<file path="config.mk">
export PLATFORM = sky130hd
export DESIGN_NAME = seven_seg_scan_ctrl
export DESIGN_NICKNAME = d
export VERILOG_FILES = /design/src/rtl/seven_seg_scan_ctrl.sv
export SDC_FILE = /design/constraint.sdc
export NUM_CORES = 1
export LEC_CHECK = 0
export CAP_MARGIN = 0
export CORE_MARGIN = 1
export CORE_UTILIZATION = 45
export DETAILED_ROUTE_END_ITERATION = 8
export DONT_BUFFER_PORTS = 1
export SYNTH_ARGS = -nofsm -noshare
export SYNTH_HDL_FRONTEND = slang
export SYNTH_SLANG_ARGS = --single-unit
export TNS_END_PERCENT = 10
</file>
<file path="constraint.sdc">
create_clock -name clk -period 3.13 [get_ports clk]
set_input_delay 0.313 -clock clk [delete_from_list [all_inputs] [get_ports clk]]
set_output_delay 0.313 -clock clk [all_outputs]
set_load 0.01 [all_outputs]
</file>
<file path="src/rtl/seven_seg_scan_ctrl.sv">
// Time-multiplexing scan controller for an 8-digit seven-segment display.
// Steps a digit index through 0..7 at a fixed slot rate, presents the
// nibble for that digit plus a blank qualifier, and swaps in newly loaded
// values only at frame boundaries so a frame is never torn.
module seven_seg_scan_ctrl #(
    parameter int TICK_DIV   = 100000,  // clock cycles per digit slot, >= 2
    parameter int GAP_CYCLES = 2000     // blank cycles at slot start, < TICK_DIV
) (
    input  logic        clk,
    input  logic        rst,
    input  logic        load,
    input  logic [31:0] value,
    input  logic [7:0]  digit_en,
    input  logic        lz_blank,
    output logic [3:0]  num,
    output logic [2:0]  sel,
    output logic        blank,
    output logic        frame_done,
    output logic        upd_done
);

    localparam int              CNT_W    = (TICK_DIV > 1) ? $clog2(TICK_DIV) : 1;
    localparam logic [CNT_W-1:0] CNT_LAST = CNT_W'(TICK_DIV - 1);
    localparam logic [CNT_W-1:0] GAP_CNT  = CNT_W'(GAP_CYCLES);

    // Per-slot phase: the anti-ghost gap, then the visible part of the slot.
    typedef enum logic {
        PH_GAP  = 1'b0,
        PH_SHOW = 1'b1
    } phase_t;

    phase_t            phase;
    logic [CNT_W-1:0]  cnt;
    logic [31:0]       disp;
    logic [31:0]       pend;
    logic              pend_vld;

    // Next-state values for the edge being computed. Every output is derived
    // from these so that num, sel and blank always describe the same slot.
    logic              slot_wrap;
    logic              frame_wrap;
    logic              apply;
    logic [CNT_W-1:0]  cnt_nxt;
    logic [2:0]        sel_nxt;
    logic [31:0]       disp_nxt;
    phase_t            phase_nxt;
    logic [7:0]        upper_zero;
    logic              lz_sup;
    logic              blank_nxt;
    logic [3:0]        num_nxt;

    // Slot/frame sequencing and the value that will be on display next cycle.
    always_comb begin
        slot_wrap  = (cnt == CNT_LAST);
        frame_wrap = slot_wrap && (sel == 3'd7);
        apply      = frame_wrap && pend_vld;
        cnt_nxt    = slot_wrap ? '0 : cnt + 1'b1;
        // The 3-bit index wraps 7 -> 0 on its own.
        sel_nxt    = slot_wrap ? sel + 3'd1 : sel;
        disp_nxt   = apply ? pend : disp;
        phase_nxt  = (cnt_nxt < GAP_CNT) ? PH_GAP : PH_SHOW;
    end

    // Leading-zero detection: upper_zero[i] = digits 7 down to i are all zero.
    always_comb begin
        // NOTE: every combinational output gets a default first so no path
        // leaves it unassigned, which would otherwise infer a latch.
        upper_zero    = '0;
        upper_zero[7] = (disp_nxt[31:28] == 4'h0);
        for (int i = 6; i >= 0; i--) begin
            upper_zero[i] = upper_zero[i+1] && (disp_nxt[4*i +: 4] == 4'h0);
        end
    end

    // Blank qualifier and nibble for the slot being entered. Digit 0 is never
    // lz-suppressed so an all-zero value still shows a single "0".
    always_comb begin
        lz_sup    = lz_blank && (sel_nxt != 3'd0) && upper_zero[sel_nxt];
        blank_nxt = (phase_nxt == PH_GAP) || !digit_en[sel_nxt] || lz_sup;
        num_nxt   = disp_nxt[{sel_nxt, 2'b00} +: 4];
    end

    // Single state register: scan position, display/pending values, outputs.
    always_ff @(posedge clk or posedge rst) begin
        if (rst) begin
            cnt        <= '0;
            phase      <= PH_GAP;
            sel        <= 3'd0;
            num        <= 4'h0;
            blank      <= 1'b1;
            frame_done <= 1'b0;
            upd_done   <= 1'b0;
            disp       <= '0;
            pend       <= '0;
            pend_vld   <= 1'b0;
        end else begin
            // NOTE: sequential state uses non-blocking assignments so every
            // register here samples the pre-edge values of the others.
            cnt        <= cnt_nxt;
            phase      <= phase_nxt;
            sel        <= sel_nxt;
            num        <= num_nxt;
            blank      <= blank_nxt;
            frame_done <= frame_wrap;
            upd_done   <= apply;
            disp       <= disp_nxt;
            // A load on the boundary edge is kept for the next boundary; it
            // takes priority over the clear caused by applying the old value.
            if (load) begin
                pend     <= value;
                pend_vld <= 1'b1;
            end else if (apply) begin
                pend_vld <= 1'b0;
            end
        end
    end

endmodule
</file>
* Word level (Yosys, flattened, before mapping)
Cells that the tools add are included.
** Storage, ports and cells
- Bits in registers :: 92
- Input port bits :: 44
- Output and inout port bits :: 10
- Logic and storage cells :: 49
** Operators by class
- $add $sub $neg :: 2
- Order comparisons :: 2
- Equality and inequality tests :: 2
- Shift-type cells :: 1
- Muxes and demuxes :: 9
- Reduce and logical (&&, ||, !) cells :: 24
** Operator list (count)
- 4-bit zero test :: 8
- 32-bit two-way mux :: 1
- 32-bit by 6-bit variable part select with 4-bit output :: 1
- 17-bit by 1-bit adder with 17-bit output (second input constant) :: 1
- 17-bit equality test (second input constant) :: 1
- 17-bit by 11-bit < comparator with 1-bit output (second input constant) :: 1
- 17-bit two-way mux :: 1
- 1-bit logical AND :: 11
- 1-bit binary-select mux with 3-bit select :: 2
- 3-bit by 4-bit < comparator with 1-bit output (second input constant) :: 1
- 1-bit two-way mux :: 4
- 3-bit by 1-bit adder with 3-bit output (second input constant) :: 1
- 3-bit equality test (second input constant) :: 1
- 3-bit two-way mux :: 1
- 3-bit nonzero test :: 1
- 1-bit logical OR :: 2
- 2-bit nonzero test :: 1
- 1-bit zero test :: 1

* Depth between registers and ports, before layout
Gate-level depths: netlist of the first run.
- Depth after elaboration :: 16
- Gate-level depth with buffers :: 11
- Gate-level depth less buffers :: 9

* Least setup slack after synthesis of the first run
No wires, ideal clock.
- Kind :: register to register
- Start :: register cnt[0]
- End :: register num[3]
- Arrival :: 2300 ps
- Slack :: 692 ps
- Cell stages (with the launch flop) :: 11
- Clock period less this slack :: 2438 ps
- Cells stage by stage :: dfrtp_1 ha_1 clkbuf_1 nand3b_1 nor3_4 nand3_4 buf_6 mux2_4 mux2_4 a22oi_2 o211ai_1
** Between the ends
- Cells in the longest elaborated chain, start to end :: 5
- Elaborated cells between the ends (all ways) :: 6
- Those cells by class :: 1 x eq/ne; 1 x shift; 2 x mux; 2 x reduce/logical
** RTL lines
- start: declaration :: RTL line 33 : logic [CNT_W-1:0] cnt;
- start signal: assignment :: RTL line 99 : cnt <= cnt_nxt;
- 17-bit equality test :: RTL line 54 : slot_wrap = (cnt == CNT_LAST);
- 1-bit logical AND :: RTL line 55 : frame_wrap = slot_wrap && (sel == 3'd7);
- 1-bit logical AND :: RTL line 56 : apply = frame_wrap && pend_vld;
- 32-bit two-way mux :: RTL line 60 : disp_nxt = apply ? pend : disp;
- net disp_nxt[7] :: RTL line 45 : logic [31:0] disp_nxt;
- 32-bit by 6-bit variable part select with 4-bit output :: RTL line 80 : num_nxt = disp_nxt[{sel_nxt, 2'b00} +: 4];
- net num_nxt[3] :: RTL line 50 : logic [3:0] num_nxt;
- end signal: assignment :: RTL line 102 : num <= num_nxt;
- end: declaration :: RTL line 15 : output logic [3:0] num,
The timed path passes the listed nets, and every way through them passes these cells.
A chain may end at the register's enable or synchronous reset.

* Worst setup path after layout of the first run
- Start :: register sel[1]
- End :: register num[0]
** Between the ends
- Cells in the longest elaborated chain, start to end :: 5
- Elaborated cells between the ends (all ways) :: 7
- Those cells by class :: 1 x add/sub; 1 x eq/ne; 1 x shift; 2 x mux; 2 x reduce/logical
** RTL lines
- start: declaration :: RTL line 16 : output logic [2:0] sel,
- start signal: assignment :: RTL line 101 : sel <= sel_nxt;
- 3-bit equality test :: RTL line 55
- 1-bit logical AND :: RTL line 55
- 1-bit logical AND :: RTL line 56
- 32-bit two-way mux :: RTL line 60
- net disp_nxt[24] :: RTL line 45
- 32-bit by 6-bit variable part select with 4-bit output :: RTL line 80
- net num_nxt[0] :: RTL line 50
The timed path passes the listed nets, and every way through them passes these cells.

==> results of run 1 <==
[report_power, final]
part           leakage, nW  internal, mW  total [mW]  switching, mW
sequential            1.19          1.23        1.27         0.0360
combinational        0.959        0.0465      0.0840         0.0375
clock                0.103         0.394       0.821          0.427
[layout make-up]
| class | instances | area [um^2] | area share [%] |
|---|---|---|---|
| Inverter | 8 | 31.3 | 0.625 |
| Clock inverter | 5 | 61.3 | 1.22 |
| Clock buffer | 11 | 141 | 2.82 |
| Timing Repair Buffer | 9 | 82.6 | 1.65 |
| Sequential cell | 92 | 2300 | 46.0 |
| Multi-Input combinational cell | 297 | 2220 | 44.4 |
| Tap cell | 133 | 166 | 3.32 |
[cells by family after synthesis]
group                    synth area share (%)
flip-flops                               49.6
XOR/XNOR                                 2.83
AO/OA/AOI/OAI                            9.99
multiplexers                             17.1
adder cells (fa/ha/maj)                 0.808
buffers and inverters                    2.69
AND/OR/NAND/NOR                          17.0
[per-stage QoR]
stage                     util [%]  hold slack [ps]  cells  worst slack, ps  instance area [um^2]
final                         50.5             67.8    555              317                  5010
after global routing          50.5             36.6    555             92.4                  5010
after CTS                     50.5             40.2    555              258                  5000
after detailed placement      48.4              349    538              284                  4790
after global placement        48.4              335    538              356                  4790
after floorplan                  -              447    416              427                  4650
[timing repair]
item / in CTS / in global routing
hold buffers: 1 / 0
endpoints found under the setup margin: 0 / 1
endpoints found under the hold margin: 38 / 0
resized for setup: 0 / 1
[state kept, by name (all words and copies together) (netlist names)]
register    cells
num             4
cnt            17
sel             3
pend           32
blank           1
pend_vld        1
upd_done        1
disp           32
frame_done      1
[layer usage]
metal	routed length (um)	part of all wire, %	vias to the layer above
li1	-	-	1523
met1	4740	46	1587
met2	4780	46	82
met3	620	6.0	16
met4	151	1.5	0
met5	0	0	-
[worst max-delay path by stage]
stage,end,slack [ps],from,cells after the start
after detailed placement,blank,280,cnt[12],7
after floorplan,cnt[0],430,rst,1
after global placement,num[3],360,sel[1],9
after global routing,num[3],90,sel[1],9
final,num[0],320,sel[1],8
after CTS,blank,260,cnt[12],7
[cell usage after synthesis (5+ instances only)]
master,number
a21oi_1,11
dfrtp_1,91
mux2_2,58
and3_1,5
nand3_1,10
o21ai_0,8
nand4_1,6
inv_1,6
and2_1,5
clkbuf_1,10
o211ai_1,11
nand2_1,47
o221ai_1,5
nor4_1,14
xor2_1,6
xnor2_1,9
mux2i_1,10
nor2_1,23
nand2b_1,5
[worst max-delay path: cells and delay by family, from the launching register on]
| kind | cells | cell delay [ps] |
|---|---|---|
| and+or+nand+nor | 2 | 720 |
| adders and majority gates | 2 | 420 |
| DFF | 1 | 530 |
| muxes | 2 | 670 |
| AOI/OAI and AO/OA | 2 | 320 |
==> impl_metrics.py, run 1 <==
metrics = {
    "yosys": {
        "syn_area_per_cell_um2": 11.2,
        "synthesis.area_um2": 4650,
        "synthCells": 416,
        "synth_top_area_cell": "dfrtp_1",
        "synth_top_cells_by_area": "dfrtp_1 (49%), mux2_2 (14%), nand2_1 (3.8%)",
        "yosys_warnings": 0,
        "ys_seq_elements": 92,
        "synth-edff-count": 0,
        "async_flop_share_pct": 100,
        "yosysSeqAreaShare_pct": 49.6,
        "synthFlopType": "dfrtp_1",
        "syn_nets": 463,
        "synth_top_area_share_pct": 49.0,
        "ys_types": 68,
    },
    "timing": {
        "fin_crit_sh_pct": 89.9,
        "fmax_ghz": 0.356,
        "final-hold-violation-count": 0,
        "finalWorstPathRequiredPeriod_ps": 2810,
        "setup_viol": 0,
        "relSlewSlack_pct": 47.5,
        "slew_violations": 0,
        "fin_setup_tns_ps": 0,
        "rsz0062_at_grt": "no",
        "worst_pin_slew_ps": 781,
        "clock_skew_ps": 11.3,
    },
    "worst_hold_path": {
        "worstHoldPathType": "primary input to flip-flop",
        "worstHoldStart": "load",
        "min_to": "pend_vld",
        "whs_path_depth": 1,
    },
    "floorplanning": {
        "fp.dieW_um": 104,
        "start_util_pct": 46.9,
        "coreArea_um2": 9910,
        "core.rowCount": 36,
        "die_area_um2": 10700,
        "io_pins": 54,
        "die_y_um": 104,
    },
    "layout": {
        "final_common_cell": "dfrtp_1",
        "num-nets-final": 464,
        "fill_cells": 931,
        "antenna-diode-count": 0,
        "layout_common_cells": "dfrtp_1 (91), mux2_2 (58), nand2_1 (47), nor2_1 (22), nor4_1 (14)",
        "area_delta_synth_final_pct": 7.75,
        "drive_above_1_share_pct": 23.2,
    },
    "setup_path": {
        "cp_data_required_time_ps": 3380,
        "worst-setup-path-type": "flip-flop to flip-flop",
        "crit_fanout": 21,
        "crit_chain": "ha_1 > ha_1 > and2_1 > nand3_4 > mux2_2 > mux2_2 > a22oi_1 > o211ai_1",
        "worstPathArrival_ps": 3060,
        "reg2reg_from": "sel[1]",
        "worst-r2r-setup-slack_ps": 320,
        "r2r_cells": 8,
        "crit_path_end_kind": "flip-flop",
        "slowest_stage": "dfrtp_1",
        "cp-start-kind": "flip-flop",
        "cpPeakStageDelay_ps": 530,
        "reg2reg_to": "num[0]",
    },
    "route": {
        "wire_per_inst_um": 18.5,
        "drt_pass1_iterations": 5,
        "vias": 3208,
        "drt-total-wl_mm": 10.3,
        "drcViolationCount": 0,
        "ant_nets": 0,
        "vias_per_cell": 5.78,
        "drt-initial-drc-count": 250,
    },
    "cts": {
        "numClockSinks": 92,
        "cts.htree.levels": 3,
        "clk_pin_slew_ps": 90,
        "tritoncts": "built",
        "root_buffer": "clkbuf_8",
        "clk_latency_ps": 380,
        "cts_buffers": 9,
        "max-clock-path-buffers": 2,
        "post-cts-setup-buffer-count": 0,
    },
    "power": {
        "total_power_mw": 2.17,
        "peakVddDrop_v": 0.000398,
        "p_per_area_nw_per_um2": 433,
        "leakagePower_nw": 2.25,
    },
    "global_route": {
        "grt_max_degree": 54,
        "grt_pass1_wl_mm": 17.6,
        "gr-max-usage-layer": "met2",
        "grt.total_usage_pct": 21.2,
        "gr-usage-met1_pct": 27.8,
        "grt_pass1_vias": 3330,
        "grt_overflow": 0,
        "met2_usage_pct": 32.8,
        "use_met3_pct": 7.49,
        "antenna_found_initial": 0,
    },
    "placement": {
        "portBuffers": 0,
        "dp_hpwl_mm": 7.70,
        "place_congestion": 0.904,
    },
    "job": {
        "drv_cap": 0,
    },
    "run_status": {
        "status": "finished clean",
    },
}
Note: power is estimated with default switching activity, not from simulation.
==> inputs of run 2 (changes only) <==
--- a/config.mk
+++ b/config.mk
@@ -7,7 +7,7 @@
 export LEC_CHECK = 0
 export CAP_MARGIN = 0
 export CORE_MARGIN = 1
-export CORE_UTILIZATION = 45
+export CORE_UTILIZATION = 50
 export DETAILED_ROUTE_END_ITERATION = 8
 export DONT_BUFFER_PORTS = 1
 export SYNTH_ARGS = -nofsm -noshare
==> run 2 against run 1 <==
  * The run now ends with design-rule violations left
  * Total power grew 3.2%
  * Hold slack gained 22 ps
  * Clock-buffer cell count shrank 1
  * Non-clock buffer count grew 3
  * Critical path depth is the same
  * Combinational power shrank 0.6%
  * Clock power grew 8.3%
  * Sequential power is essentially flat
  * Core utilization grew 6.1 points
  * Final cell count shrank 3.8%
  * Die area shrank 9.8%
  * Wire length grew 0.27%
  * Critical endpoint unchanged
==> impl_metrics.py, run 2 (synthesis gave the netlist of run 1 again) <==
metrics = {
    "power": {
        "total_power_mw": 2.24,
        "peakVddDrop_v": 0.000285,
        "p_per_area_nw_per_um2": 447,
        "leakagePower_nw": 2.27,
    },
    "route": {
        "drt-initial-drc-count": 204,
        "drcViolationCount": 4,
        "drt_pass1_iterations": 9,
        "vias_per_cell": 6.09,
        "wire_per_inst_um": 19.3,
        "ant_nets": 0,
        "vias": 3253,
        "drt-total-wl_mm": 10.3,
    },
    "floorplanning": {
        "io_pins": 54,
        "core.rowCount": 34,
        "fp.dieW_um": 98.4,
        "start_util_pct": 52.5,
        "die_y_um": 98.4,
        "die_area_um2": 9680,
        "coreArea_um2": 8850,
    },
    "timing": {
        "worst_pin_slew_ps": 681,
        "whs_ps": 89.7,
        "slew_violations": 0,
        "relSlewSlack_pct": 54.2,
        "fin_crit_sh_pct": 88.2,
        "fin_setup_tns_ps": 0,
        "clock_skew_ps": 12.2,
        "setup_viol": 0,
        "finalWorstPathRequiredPeriod_ps": 2760,
        "final-hold-violation-count": 0,
        "rsz0062_at_grt": "no",
        "fmax_ghz": 0.362,
    },
    "setup_path": {
        "worst-setup-path-type": "flip-flop to flip-flop",
        "crit_path_end_kind": "flip-flop",
        "cp_data_required_time_ps": 3360,
        "crit_fanout": 25,
        "cp-start-kind": "flip-flop",
        "worstPathArrival_ps": 2990,
    },
    "global_route": {
        "antenna_found_initial": 0,
        "grt.total_usage_pct": 22.9,
        "met2_usage_pct": 35.9,
        "use_met3_pct": 6.16,
        "grt_overflow": 0,
        "grt_pass1_vias": 3295,
        "grt_max_degree": 35,
        "grt_pass1_wl_mm": 17.2,
        "gr-max-usage-layer": "met2",
        "gr-usage-met1_pct": 31.1,
    },
    "cts": {
        "cts.htree.levels": 3,
        "numClockSinks": 92,
        "cts_buffers": 9,
        "max-clock-path-buffers": 2,
        "tritoncts": "built",
        "root_buffer": "clkbuf_8",
        "cts-resized-gates": 0,
        "clk_latency_ps": 360,
        "clk_pin_slew_ps": 90,
    },
    "run_status": {
        "violations": "design-rule violations",
        "status": "complete, but fails checks",
    },
    "layout": {
        "area_delta_synth_final_pct": 7.75,
        "drive_above_1_share_pct": 23.5,
        "final_common_cell": "dfrtp_1",
        "reg.largest.list": "disp: 32 flops, pend: 32 flops, cnt: 17 flops",
        "num-nets-final": 467,
        "layout_common_cells": "dfrtp_1 (91), mux2_2 (58), nand2_1 (47), nor2_1 (23), nor4_1 (14)",
        "fill_cells": 760,
    },
    "placement": {
        "place_congestion": 0.948,
        "dp_hpwl_mm": 7.84,
        "portBuffers": 0,
    },
    "job": {
        "drv_cap": 0,
    },
    "worst_hold_path": {
        "worstHoldPathType": "primary input to flip-flop",
    },
}
run 2: per-stage QoR:
step / cell area, um^2 / util [%] / std cells / worst slack [ps]
global route: 5000 / 56.6 / 533 / 94.3
finish: 5010 / 56.6 / 534 / 371
detailed placement: 4770 / 53.9 / 516 / 359
global placement: 4770 / 53.9 / 516 / 419
floorplan: 4650 / - / 416 / 427
CTS: 5000 / 56.6 / 533 / 351
run 2: area by class of cell:
type | count | area, um^2 | area share [%]
multi-input combinational | 297 | 2220 | 44.3
sequential | 92 | 2300 | 46.0
antenna | 1 | 2.50 | 0.0500
inverter | 8 | 31.3 | 0.625
timing repair buffer | 12 | 92.6 | 1.85
clock buffer | 10 | 128 | 2.55
clock inverter | 6 | 96.3 | 1.92
tap | 108 | 135 | 2.70
run 2: timing repair:
action	CTS	global route
hold endpoints to repair	28	0
buffers inserted	0	0
hold buffers	1	0
run 2: final timing paths:
| path | from | end | slack, ps | cells past startpoint |
|---|---|---|---|---|
| setup / recovery | sel[1] | num[0] | 370 | 8 |
| hold / removal | load | pend_vld | 90 | 1 |
| setup reg to reg | sel[1] | num[0] | 370 | 8 |
| hold reg to reg | cnt[0] | cnt[0] | 480 | 1 |
| max in group asynchronous | rst | pend[28] | 1890 | 3 |
| min in group asynchronous | rst | pend[11] | 420 | 2 |
run 2: worst max-delay path, cell delays in order, from the launching register on:
cell and delay (ps):
dfrtp_1 550, ha_1 210, ha_1 190, and2_1 340, nand3_4 360, mux2_2 400
mux2_2 260, a22oi_1 200, o211ai_1 110
run 2: where the power goes:
group,switching (mW),internal (mW)
Sequential,0.0373,1.23
Combinational,0.0379,0.0456
Clock,0.429,0.460
Total,0.505,1.73
run 2: layer usage:
| metal | wire (um) | vias to the layer above |
|---|---|---|
| li1 | - | 1528 |
| met3 | 640 | 22 |
| met5 | 0 | - |
| met4 | 175 | 0 |
| met2 | 4820 | 100 |
| met1 | 4690 | 1603 |
